$ cat src/rtl/maxpool_user_scheduler_if.sv
// Handshake bundle between the conv output, the scheduler and the maxpool engine.
// slave is the scheduler's view; master is the view of whatever drives it.
interface maxpool_user_scheduler_if #(
    parameter int DATA_WIDTH  = 256,
    parameter int TUSER_WIDTH = 3,
    parameter int COL_W       = 10,
    parameter int BLK_W       = 10
);
    logic                   cfg_valid;
    logic                   cfg_ready;
    logic [COL_W-1:0]       cfg_cols_m1;
    logic [BLK_W-1:0]       cfg_blocks_m1;
    logic                   cfg_is_max;
    logic                   cfg_is_1x1;
    logic                   s_axis_tvalid;
    logic                   s_axis_tready;
    logic [DATA_WIDTH-1:0]  s_axis_tdata;
    logic                   m_axis_tvalid;
    logic                   m_axis_tready;
    logic [DATA_WIDTH-1:0]  m_axis_tdata;
    logic [TUSER_WIDTH-1:0] m_axis_tuser;
    logic                   m_axis_tlast;
    logic                   busy;

    modport slave (
        input  cfg_valid, cfg_cols_m1, cfg_blocks_m1, cfg_is_max, cfg_is_1x1,
        input  s_axis_tvalid, s_axis_tdata, m_axis_tready,
        output cfg_ready, s_axis_tready, m_axis_tvalid, m_axis_tdata,
        output m_axis_tuser, m_axis_tlast, busy
    );

    modport master (
        output cfg_valid, cfg_cols_m1, cfg_blocks_m1, cfg_is_max, cfg_is_1x1,
        output s_axis_tvalid, s_axis_tdata, m_axis_tready,
        input  cfg_ready, s_axis_tready, m_axis_tvalid, m_axis_tdata,
        input  m_axis_tuser, m_axis_tlast, busy
    );
endinterface

$ cat src/rtl/maxpool_user_scheduler.sv
// Stamps maxpool window flags and layer tlast onto the conv output stream.
// One output register stage; column/block counters walk the configured layer.
module maxpool_user_scheduler #(
    parameter int UNITS        = 8,
    parameter int GROUPS       = 2,
    parameter int WORD_WIDTH   = 8,
    parameter int DATA_WIDTH   = GROUPS*UNITS*2*WORD_WIDTH,
    parameter int TUSER_WIDTH  = 3,
    parameter int I_IS_NOT_MAX = 0,
    parameter int I_IS_MAX     = 1,
    parameter int I_IS_1X1     = 2,
    parameter int COL_W        = 10,
    parameter int BLK_W        = 10
) (
    input logic aclk,
    input logic aresetn,
    maxpool_user_scheduler_if.slave bus
);
    typedef enum logic [1:0] {IDLE, RUN, DRAIN} state_t;

    typedef struct packed {
        logic [DATA_WIDTH-1:0]  data;
        logic [TUSER_WIDTH-1:0] user;
        logic                   last;
    } beat_t;

    state_t           state, state_n;
    logic [COL_W-1:0] col, cols_m1;
    logic [BLK_W-1:0] blk, blocks_m1;
    logic             is_max, is_1x1;
    beat_t            out_q, beat_n;
    logic             out_vld;
    logic             cfg_rdy, in_rdy;
    logic             cfg_hs, in_hs, out_hs, last_col, last_blk;

    assign last_col = (col == cols_m1);
    assign last_blk = (blk == blocks_m1);
    assign cfg_hs   = bus.cfg_valid && cfg_rdy;
    assign in_hs    = bus.s_axis_tvalid && in_rdy;
    assign out_hs   = out_vld && bus.m_axis_tready;

    always_ff @(posedge aclk or negedge aresetn) begin
        if (!aresetn) state <= IDLE;
        else          state <= state_n;
    end

    // cfg_ready is gated by reset so nothing is offered while the block is held.
    always_comb begin
        state_n = state;
        cfg_rdy = 1'b0;
        in_rdy  = 1'b0;
        case (state)
            IDLE: begin
                cfg_rdy = aresetn;
                if (bus.cfg_valid && aresetn) state_n = RUN;
            end
            RUN: begin
                in_rdy = !out_vld || bus.m_axis_tready;
                if (bus.s_axis_tvalid && in_rdy && last_col && last_blk) state_n = DRAIN;
            end
            DRAIN: begin
                if (out_hs && out_q.last) state_n = IDLE;
            end
            default: state_n = IDLE;
        endcase
    end

    // The last column always closes a window, which covers odd widths.
    always_comb begin
        beat_n                    = '0;
        beat_n.data               = bus.s_axis_tdata;
        beat_n.user[I_IS_1X1]     = is_1x1;
        beat_n.user[I_IS_NOT_MAX] = !is_max;
        beat_n.user[I_IS_MAX]     = is_max && (col[0] || last_col);
        beat_n.last               = last_col && last_blk;
    end

    always_ff @(posedge aclk or negedge aresetn) begin
        if (!aresetn) begin
            cols_m1   <= '0;
            blocks_m1 <= '0;
            is_max    <= 1'b0;
            is_1x1    <= 1'b0;
            col       <= '0;
            blk       <= '0;
        end else if (cfg_hs) begin
            cols_m1   <= bus.cfg_cols_m1;
            blocks_m1 <= bus.cfg_blocks_m1;
            is_max    <= bus.cfg_is_max;
            is_1x1    <= bus.cfg_is_1x1;
            col       <= '0;
            blk       <= '0;
        end else if (in_hs) begin
            if (last_col) begin
                col <= '0;
                blk <= blk + 1'b1;
            end else begin
                col <= col + 1'b1;
            end
        end
    end

    always_ff @(posedge aclk or negedge aresetn) begin
        if (!aresetn) begin
            out_vld <= 1'b0;
            out_q   <= '0;
        end else if (in_hs) begin
            out_vld <= 1'b1;
            out_q   <= beat_n;
        end else if (out_hs) begin
            out_vld <= 1'b0;
        end
    end

    assign bus.cfg_ready     = cfg_rdy;
    assign bus.s_axis_tready = in_rdy;
    assign bus.m_axis_tvalid = out_vld;
    assign bus.m_axis_tdata  = out_q.data;
    assign bus.m_axis_tuser  = out_q.user;
    assign bus.m_axis_tlast  = out_q.last;
    assign bus.busy          = (state != IDLE);
endmodule

$ cat src/flat_wrapper.sv
// flat-port wrapper written by rule: the top's interface ports become plain ports
module maxpool_user_scheduler_flat 
#(
    parameter int UNITS        = 8,
    parameter int GROUPS       = 2,
    parameter int WORD_WIDTH   = 8,
    parameter int DATA_WIDTH   = GROUPS*UNITS*2*WORD_WIDTH,
    parameter int TUSER_WIDTH  = 3,
    parameter int I_IS_NOT_MAX = 0,
    parameter int I_IS_MAX     = 1,
    parameter int I_IS_1X1     = 2,
    parameter int COL_W        = 10,
    parameter int BLK_W        = 10
)
  (aclk, aresetn, bus_cfg_valid, bus_cfg_cols_m1, bus_cfg_blocks_m1, bus_cfg_is_max, bus_cfg_is_1x1, bus_s_axis_tvalid, bus_s_axis_tdata, bus_m_axis_tready, bus_cfg_ready, bus_s_axis_tready, bus_m_axis_tvalid, bus_m_axis_tdata, bus_m_axis_tuser, bus_m_axis_tlast, bus_busy);
  maxpool_user_scheduler_if #(.DATA_WIDTH(DATA_WIDTH), .TUSER_WIDTH(TUSER_WIDTH), .COL_W(COL_W), .BLK_W(BLK_W)) bus_i ();
  input logic aclk;
  input logic aresetn;
  input wire logic [$bits(bus_i.cfg_valid)-1:0] bus_cfg_valid;
  input wire logic [$bits(bus_i.cfg_cols_m1)-1:0] bus_cfg_cols_m1;
  input wire logic [$bits(bus_i.cfg_blocks_m1)-1:0] bus_cfg_blocks_m1;
  input wire logic [$bits(bus_i.cfg_is_max)-1:0] bus_cfg_is_max;
  input wire logic [$bits(bus_i.cfg_is_1x1)-1:0] bus_cfg_is_1x1;
  input wire logic [$bits(bus_i.s_axis_tvalid)-1:0] bus_s_axis_tvalid;
  input wire logic [$bits(bus_i.s_axis_tdata)-1:0] bus_s_axis_tdata;
  input wire logic [$bits(bus_i.m_axis_tready)-1:0] bus_m_axis_tready;
  output wire logic [$bits(bus_i.cfg_ready)-1:0] bus_cfg_ready;
  output wire logic [$bits(bus_i.s_axis_tready)-1:0] bus_s_axis_tready;
  output wire logic [$bits(bus_i.m_axis_tvalid)-1:0] bus_m_axis_tvalid;
  output wire logic [$bits(bus_i.m_axis_tdata)-1:0] bus_m_axis_tdata;
  output wire logic [$bits(bus_i.m_axis_tuser)-1:0] bus_m_axis_tuser;
  output wire logic [$bits(bus_i.m_axis_tlast)-1:0] bus_m_axis_tlast;
  output wire logic [$bits(bus_i.busy)-1:0] bus_busy;
  assign bus_i.cfg_valid = bus_cfg_valid;
  assign bus_i.cfg_cols_m1 = bus_cfg_cols_m1;
  assign bus_i.cfg_blocks_m1 = bus_cfg_blocks_m1;
  assign bus_i.cfg_is_max = bus_cfg_is_max;
  assign bus_i.cfg_is_1x1 = bus_cfg_is_1x1;
  assign bus_i.s_axis_tvalid = bus_s_axis_tvalid;
  assign bus_i.s_axis_tdata = bus_s_axis_tdata;
  assign bus_i.m_axis_tready = bus_m_axis_tready;
  assign bus_cfg_ready = bus_i.cfg_ready;
  assign bus_s_axis_tready = bus_i.s_axis_tready;
  assign bus_m_axis_tvalid = bus_i.m_axis_tvalid;
  assign bus_m_axis_tdata = bus_i.m_axis_tdata;
  assign bus_m_axis_tuser = bus_i.m_axis_tuser;
  assign bus_m_axis_tlast = bus_i.m_axis_tlast;
  assign bus_busy = bus_i.busy;
  maxpool_user_scheduler #(.UNITS(UNITS), .GROUPS(GROUPS), .WORD_WIDTH(WORD_WIDTH), .DATA_WIDTH(DATA_WIDTH), .TUSER_WIDTH(TUSER_WIDTH), .I_IS_NOT_MAX(I_IS_NOT_MAX), .I_IS_MAX(I_IS_MAX), .I_IS_1X1(I_IS_1X1), .COL_W(COL_W), .BLK_W(BLK_W)) u_core (.aclk(aclk), .aresetn(aresetn), .bus(bus_i));
endmodule
$ cat config.mk
export PLATFORM = sky130hd
export DESIGN_NAME = maxpool_user_scheduler_flat
export DESIGN_NICKNAME = d
export VERILOG_FILES = /design/src/rtl/maxpool_user_scheduler_if.sv /design/src/rtl/maxpool_user_scheduler.sv /design/src/flat_wrapper.sv
export SDC_FILE = /design/constraint.sdc
export NUM_CORES = 1
export LEC_CHECK = 0
export CAP_MARGIN = 30
export CORE_AREA = 2 2 215 217
export DETAILED_ROUTE_END_ITERATION = 10
export DIE_AREA = 0 0 217 219
export GPL_TIMING_DRIVEN = 0
export HOLD_SLACK_MARGIN = 0.12
export PLACE_DENSITY = 0.53
export SLEW_MARGIN = 20
export SYNTH_ARGS = -nofsm -noshare
export SYNTH_HDL_FRONTEND = slang
export SYNTH_SLANG_ARGS = --single-unit
$ cat constraint.sdc
create_clock -name aclk -period 1.8 [get_ports aclk]
set_input_delay 0.27 -clock aclk [delete_from_list [all_inputs] [get_ports aclk]]
set_output_delay 0.27 -clock aclk [all_outputs]
set_load 0.005 [all_outputs]
==> results of run 1 <==
## final timing paths
path,start,depth (start not counted),slack [ns],to
max in group asynchronous,aresetn,3,0.98,u_core.col[7]
setup / recovery,u_core.col[5],6,-0.07,u_core.blk[3]
hold reg to reg,u_core.bus.m_axis_tdata[157],2,0.47,u_core.bus.m_axis_tdata[157]
hold / removal,aresetn,1,-0.38,u_core.bus.m_axis_tdata[86]
min in group aclk,bus_s_axis_tdata[155],3,0.26,u_core.bus.m_axis_tdata[155]
setup reg to reg,u_core.col[5],6,-0.07,u_core.blk[3]
## sequential cells by signal, indices dropped and copies added, names as in the netlist
name / count
u_core.bus.m_axis_tvalid: 1
u_core.col: 10
u_core.state: 2
u_core.is_max: 1
u_core.is_1x1: 1
u_core.bus.m_axis_tlast: 1
u_core.bus.m_axis_tdata: 256
u_core.blocks_m1: 10
u_core.cols_m1: 10
u_core.bus.m_axis_tuser: 3
u_core.blk: 10
## worst max-delay path: stages (launching register included)
cell,delay [ns]
sky130_fd_sc_hd__dfrtp_2,0.45
sky130_fd_sc_hd__xor2_2,0.17
sky130_fd_sc_hd__nor4_4,0.36
sky130_fd_sc_hd__nand4_4,0.19
sky130_fd_sc_hd__buf_6,0.18
sky130_fd_sc_hd__or3_4,0.33
sky130_fd_sc_hd__a21oi_2,0.12
## through the flow
stage           util  hold WS, ns  setup TNS [ns]  worst slack, ns  cells
3_5_place_dp   0.404        0.228         -231.87            -1.05   2491
6_report       0.442       -0.380          -0.390          -0.0704   2574
5_1_grt        0.442       -0.395           -1.84           -0.159   2573
4_1_cts        0.437       -0.404          -0.786           -0.110   2568
2_1_floorplan      -      -0.0256               0           0.0596   1342
3_3_place_gp   0.403        0.455        -4836.56           -13.62   2488
## cell families after synthesis
kind of cell | after synthesis | synth area share
xor+xnor | 26 | 0.0191
flops | 305 | 0.640
simple gates | 906 | 0.297
fa+ha+maj | 2 | 0.00210
compound gates | 30 | 0.0149
buf+inv | 73 | 0.0272
## power by group
part / leakage [nW] / internal, mW / switching [mW]
logic: 5.33 / 6.02 / 5.12
clock network: 0.557 / 4.14 / 2.93
registers: 3.78 / 9.26 / 1.41
total: 9.66 / 19.4 / 9.46
## area by class of cell
class | count | area (µm²) | area share
Timing Repair Buffer | 567 | 5740 | 0.288
Antenna cell | 2 | 5.00 | 0.000251
Clock buffer | 57 | 1090 | 0.0548
Multi-Input combinational cell | 964 | 4170 | 0.210
Sequential cell | 305 | 7640 | 0.384
Tap cell | 600 | 751 | 0.0377
Buffer | 67 | 458 | 0.0230
Inverter | 6 | 22.5 | 0.00113
Clock inverter | 6 | 30.0 | 0.00151
## layout by cell type, fill, tap and decap left out, drive strengths merged, types with 3 or more instances in the layout
| cell type | netlist | routed |
|---|---|---|
| nand2 | 851 | 851 |
| clkdlybuf4s50 | 0 | 537 |
| dfrtp | 305 | 305 |
| clkbuf | 30 | 103 |
| buf | 37 | 44 |
| xor2 | 16 | 16 |
| o21ai | 12 | 12 |
| nor2 | 12 | 12 |
| nand3 | 11 | 11 |
| xnor2 | 10 | 10 |
| nand4 | 9 | 9 |
| a21oi | 7 | 7 |
| inv | 6 | 6 |
| clkinv | 0 | 6 |
| or3 | 5 | 5 |
| dlygate4sd2 | 0 | 4 |
| and3 | 3 | 3 |
| nor4 | 3 | 3 |
| a31oi | 3 | 3 |
| o31ai | 3 | 3 |
## layer usage
layer / vias up / part of all wire / GRT usage
li1: 5346 / - / -
met1: 5204 / 0.40 / 0.220
met2: 374 / 0.49 / 0.311
met3: 60 / 0.094 / 0.0669
met4: 2 / 0.020 / 0.0530
met5: - / 0.00016 / 0
## repair_timing
action	4_1_cts	5_1_grt
endpoints found under the setup margin	311	209
gates resized for setup	80	82
buffers inserted	12	4
pin swaps	16	13
endpoints found under the hold margin	174	174
gates cloned	3	0
==> impl_metrics.yaml, run 1 <==
synth:
  synth.distinct_cells: 35
  post-synth-top-count-cell: "sky130_fd_sc_hd__nand2_1"
  ys_top_cells_by_count: "sky130_fd_sc_hd__nand2_1 (851), sky130_fd_sc_hd__dfrtp_1 (305), sky130_fd_sc_hd__clkbuf_1 (30)"
  postSynthNetCount: 1627
  yosysWarningCount: 0
  synth_cells: 1342
  synth-seq-cells: 305
  synthArstFlopShare: 1.00
  synthTopCellsByArea: "sky130_fd_sc_hd__dfrtp_1 (64%), sky130_fd_sc_hd__nand2_1 (27%), sky130_fd_sc_hd__buf_2 (1.2%)"
  netlist_area_um2: 11900
  syn_avg_cell_area_um2: 8.89
  yosysTopAreaCell: "sky130_fd_sc_hd__dfrtp_1"
  number_of_synthesized_flops_with_an_enable_pin: 0
  synth.yosys.seq_area_share: 0.640
  synth_top_flop_cell: "sky130_fd_sc_hd__dfrtp_1"
  synth.top_cell.area_share: 0.640
worst_setup_path:
  timing.critical_path.arrival_ns: 2.33
  critical_path_peak_fanout: 6
  cp-end-kind: "flip-flop"
  criticalPathCategory: "flip-flop to flip-flop"
  setup.worst_path.start_class: "flip-flop"
  required_ns: 2.26
routing:
  post_drt_via_cell_ratio: 4.27
  drcViolationCount: 0
  dr_total_vias: 11000
  avgRoutedWirePerCell_um: 17.4
  postRouteWirelength_um: 44700
  detail-route-antenna-nets: 0
  initialDrtViolationCount: 534
  drt_pre_antenna_iters: 4
cells_and_area:
  layout_cells_sized_above_1: 0.0918
  num-fill-cells: 4474
  postLayoutCellArea_um2: 19900
  flow.area_growth_from_synthesis_pct: 66.8
  fin_nets: 2233
floorplan:
  die_w_um: 217
  placementRows: 78
  initial_core_utilization: 0.265
  placeableCoreArea_um2: 45100
  floorplan.die_area_um2: 47500
  chipHeight_um: 219
  design.portCount: 547
place:
  post-dp-hpwl_um: 33600
  gp_routability_congestion: 0.809
  placedInstanceArea_um2: 18200
  port-buffer-count: 546
global_route:
  number_of_antenna_violations_at_the_first_check_in_global_routing: 2
  number_of_global_route_vias_before_repair: 11200
  grt-ovfl-total: 0
  grt_first_pass_wirelength_um: 67000
  grt_util_all_layers: 0.184
  grt_max_degree: 86
clock_network:
  clk_tree_root_cell: "sky130_fd_sc_hd__clkbuf_16"
  deepest_clock_path_buffer_count: 3
  clk-insertion-delay-late_ns: 0.54
  clkTransAtPathRegs_ns: 0.06
  numCtsBuffers: 37
  cts_tree: "built"
  numClockSinks: 305
  cts-htree-levels: 2
sta:
  rsz0062_at_grt: "true"
  timing.clock.skew_ns: 0.0127
  layout_worst_path_cycle_share: 1.04
  period_minus_slack_ns: 1.87
  maxClockFrequency_mhz: 535
  setup_violations: 8
  timing.max_slew.rel_slack: 0.696
  final.hold.worst_slack_ns: -0.380
  worstMarginPinSlew_ns: 0.456
  final-max-slew-violation-count: 0
  worst_path_setup_slack_after_routing_ns: -0.0704
  final-hold-violation-count: 101
status:
  outcome: "finished, violations left"
  violations_in_the_final_reports: "negative hold slack, negative setup slack"
min_path:
  min_path_type: "input pin to async pin"
power:
  power.density_cell_area_nw_per_um2: 1450
  p_leak_nw: 9.66
  design_power_total_mw: 28.9
  ir_drop_v: 0.000810
flow_run:
  maxCapViolCount: 0
No activity file was read; power rests on OpenSTA's default activity.
==> run 2, diff against run 1 <==
- ABC_AREA: default -> 1
- CORE_AREA: 2 2 215 217 -> 2 2 212 214
- DIE_AREA: 0 0 217 219 -> 0 0 214 216
- PLACE_DENSITY: 0.53 -> 0.56
- SLEW_MARGIN: 20 -> default
==> run 2 against run 1 <==
The flow finishes with violations (negative hold slack). Via count up 3.9%. Worst hold slack better by 0.071 ns. Critical path type is now flip-flop to primary output. Die area fell by 2.7%. Cell area rose by 0.79%.
==> impl_metrics.yaml, run 2 <==
clock_network:
  clk_tree_root_cell: "sky130_fd_sc_hd__clkbuf_16"
  numCtsBuffers: 38
  deepest_clock_path_buffer_count: 3
  clk-insertion-delay-late_ns: 0.54
  clkTransAtPathRegs_ns: 0.06
  post_cts_hold_buffer_count: 4
  cts_tree: "built"
  numClockSinks: 305
  cts-htree-levels: 2
flow_run:
  maxCapViolCount: 0
cells_and_area:
  fin_nets: 2331
  flow.area_growth_from_synthesis_pct: 62.7
  postLayoutCellArea_um2: 20100
  most-common-layout-cells: "sky130_fd_sc_hd__nand2_1 (906), sky130_fd_sc_hd__clkdlybuf4s50_1 (532), sky130_fd_sc_hd__dfrtp_1 (305)"
  final_cell_count_no_fill: 2670
  layout_cells_sized_above_1: 0.0728
  mostFrequentLayoutCell: "sky130_fd_sc_hd__nand2_1"
  number_of_flip_flops_under_the_largest_register_name: 256
min_path:
  min_path_type: "input pin to async pin"
place:
  dp.cells: 2589
  gp_routability_congestion: 0.827
  placedInstanceArea_um2: 18600
  port-buffer-count: 546
  post-dp-hpwl_um: 33800
worst_setup_path:
  cp-end-kind: "primary output"
  timing.critical_path.arrival_ns: 1.48
  cpPeakStageDelay_ns: 0.59
  crit_path_start: "u_core.bus.m_axis_tdata[21]"
  worst_r2r_endpoint: "u_core.cols_m1[4]"
  criticalPathCategory: "flip-flop to primary output"
  required_ns: 1.53
  worst-path-buf-inv: 1
  timing.reg2reg.setup_slack_ns: 0.16
  slowest_stage: "sky130_fd_sc_hd__clkdlybuf4s50_1"
  r2r.worst_path.cells: 7
  worstReg2RegStart: "u_core.state[1]"
  path_delay_family: "buffers and inverters"
  cells_along_the_critical_path: "clkdlybuf4s50_1"
  setup.worst_path.start_class: "flip-flop"
  critical_path_peak_fanout: 2
synth:
  synth.distinct_cells: 26
  synthArstFlopShare: 1.00
  postSynthNetCount: 1734
  synth-seq-cells: 305
  number_of_synthesized_flops_with_an_enable_pin: 0
  ys_top_cells_by_count: "sky130_fd_sc_hd__nand2_1 (906), sky130_fd_sc_hd__dfrtp_1 (305), sky130_fd_sc_hd__buf_2 (45)"
  synth_cells: 1449
  synth.yosys.seq_area_share: 0.619
  syn_avg_cell_area_um2: 8.51
  post-synth-top-count-cell: "sky130_fd_sc_hd__nand2_1"
  netlist_area_um2: 12300
  yosysTopAreaCell: "sky130_fd_sc_hd__dfrtp_1"
  synth.top_cell.area_share: 0.619
  synthTopCellsByArea: "sky130_fd_sc_hd__dfrtp_1 (62%), sky130_fd_sc_hd__nand2_1 (28%), sky130_fd_sc_hd__buf_2 (1.8%)"
  yosysWarningCount: 0
  synth_top_flop_cell: "sky130_fd_sc_hd__dfrtp_1"
power:
  design_power_total_mw: 24.7
  p_leak_nw: 10.0
  ir_drop_v: 0.000730
  power.density_cell_area_nw_per_um2: 1230
global_route:
  grt_util_all_layers: 0.197
  number_of_global_route_vias_before_repair: 11900
  number_of_antenna_violations_at_the_first_check_in_global_routing: 6
  grt_max_degree: 77
  grt_first_pass_wirelength_um: 70700
  grt-ovfl-total: 0
sta:
  setup_violations: 0
  maxClockFrequency_mhz: 573
  final-max-slew-violation-count: 0
  timing.clock.skew_ns: 0.00732
  timing.max_slew.rel_slack: 0.696
  layout_worst_path_cycle_share: 0.970
  final.hold.worst_slack_ns: -0.309
  final-hold-violation-count: 40
  period_minus_slack_ns: 1.75
  rsz0062_at_grt: "false"
  worstMarginPinSlew_ns: 0.456
routing:
  dr_total_vias: 11400
  postRouteWirelength_um: 45600
  maxUsedRoutingLayer: "met5"
  avgRoutedWirePerCell_um: 17.1
  drt_pre_antenna_iters: 5
  detail-route-antenna-nets: 0
  met3RoutedLength_um: 4060
  post_drt_via_cell_ratio: 4.27
  amount_of_wire_on_met2_after_detailed_routing_um: 22700
  drt-met1-wl_um: 17600
  drcViolationCount: 0
  initialDrtViolationCount: 615
floorplan:
  initial_core_utilization: 0.281
  placeableCoreArea_um2: 43800
  die_w_um: 214
  placementRows: 77
  design.portCount: 547
  chipHeight_um: 216
  floorplan.die_area_um2: 46200
status:
  violations_in_the_final_reports: "negative hold slack"
  outcome: "finished, violations left"
-- run 2: worst reg2reg max path, cell delays in order, from the launching register on --
cell and delay, ns:
sky130_fd_sc_hd__dfrtp_1 0.41, sky130_fd_sc_hd__inv_1 0.08, sky130_fd_sc_hd__nand2_2 0.08, sky130_fd_sc_hd__nor2_4 0.10, sky130_fd_sc_hd__nand2_2 0.11, sky130_fd_sc_hd__inv_2 0.19
sky130_fd_sc_hd__clkbuf_1 0.39, sky130_fd_sc_hd__o21ai_0 0.14
-- run 2: stage by stage --
step / setup slack [ns] / hold slack [ns] / util / setup TNS, ns
after floorplan: 0.481 / -0.0256 / - / 0
after global placement: -13.69 / 0.461 / 0.423 / -4712.20
after detailed placement: -0.913 / 0.336 / 0.424 / -80.11
after CTS: 0.00205 / -0.338 / 0.457 / 0
after global routing: 0.000461 / -0.314 / 0.458 / 0
final: 0.0545 / -0.309 / 0.458 / 0
-- run 2: how the worst max path moves through the flow --
| stage | endpoint | cells after the start |
|---|---|---|
| floorplan | u_core.blk[8] | 8 |
| global placement | u_core.bus.m_axis_tdata[132] | 1 |
| detailed placement | u_core.cols_m1[5] | 8 |
| CTS | bus_m_axis_tdata[104] | 1 |
| global route | u_core.cols_m1[7] | 9 |
| finish | bus_m_axis_tdata[21] | 1 |
-- run 2: repair_timing --
action,in CTS,in global routing
cloned,2,0
endpoints found under the setup margin,51,86
gates resized for setup,15,18
pin swaps,1,0
buffers inserted,2,1
endpoints found under the hold margin,305,172
-- run 2: cells by family after synthesis --
kind of cell / after synthesis / share of synthesized area
adders and majority gates: 2 / 0.00203
and+or+nand+nor: 984 / 0.309
xor gates and xnor gates: 15 / 0.0107
buffers and inverters: 118 / 0.0493
DFF: 305 / 0.619
AOI/OAI and AO/OA: 25 / 0.0103
-- run 2: area by class of cell --
| cell class | count | area, µm² |
|---|---|---|
| Fill cell | 4263 | 23800 |
| Sequential cell | 305 | 7630 |
| Timing Repair Buffer | 557 | 5700 |
| Multi-Input combinational cell | 1026 | 4100 |
| Clock buffer | 66 | 1230 |
| Tap cell | 592 | 741 |
| Buffer | 69 | 447 |
| Inverter | 49 | 186 |
| Clock inverter | 3 | 20.0 |
| Antenna cell | 3 | 7.51 |
-- run 2: metal layers --
metal | track usage | vias to the layer above
li1 | - | 5579
met1 | 0.223 | 5322
met2 | 0.345 | 426
met3 | 0.0692 | 78
met4 | 0.0664 | 6
met5 | 0 | -
-- run 2: power breakdown --
part	switching [mW]	leakage, nW	total (mW)	internal [mW]
registers	1.05	3.78	9.67	8.62
logic	3.32	5.61	7.48	4.16
clock network	2.97	0.605	7.59	4.62
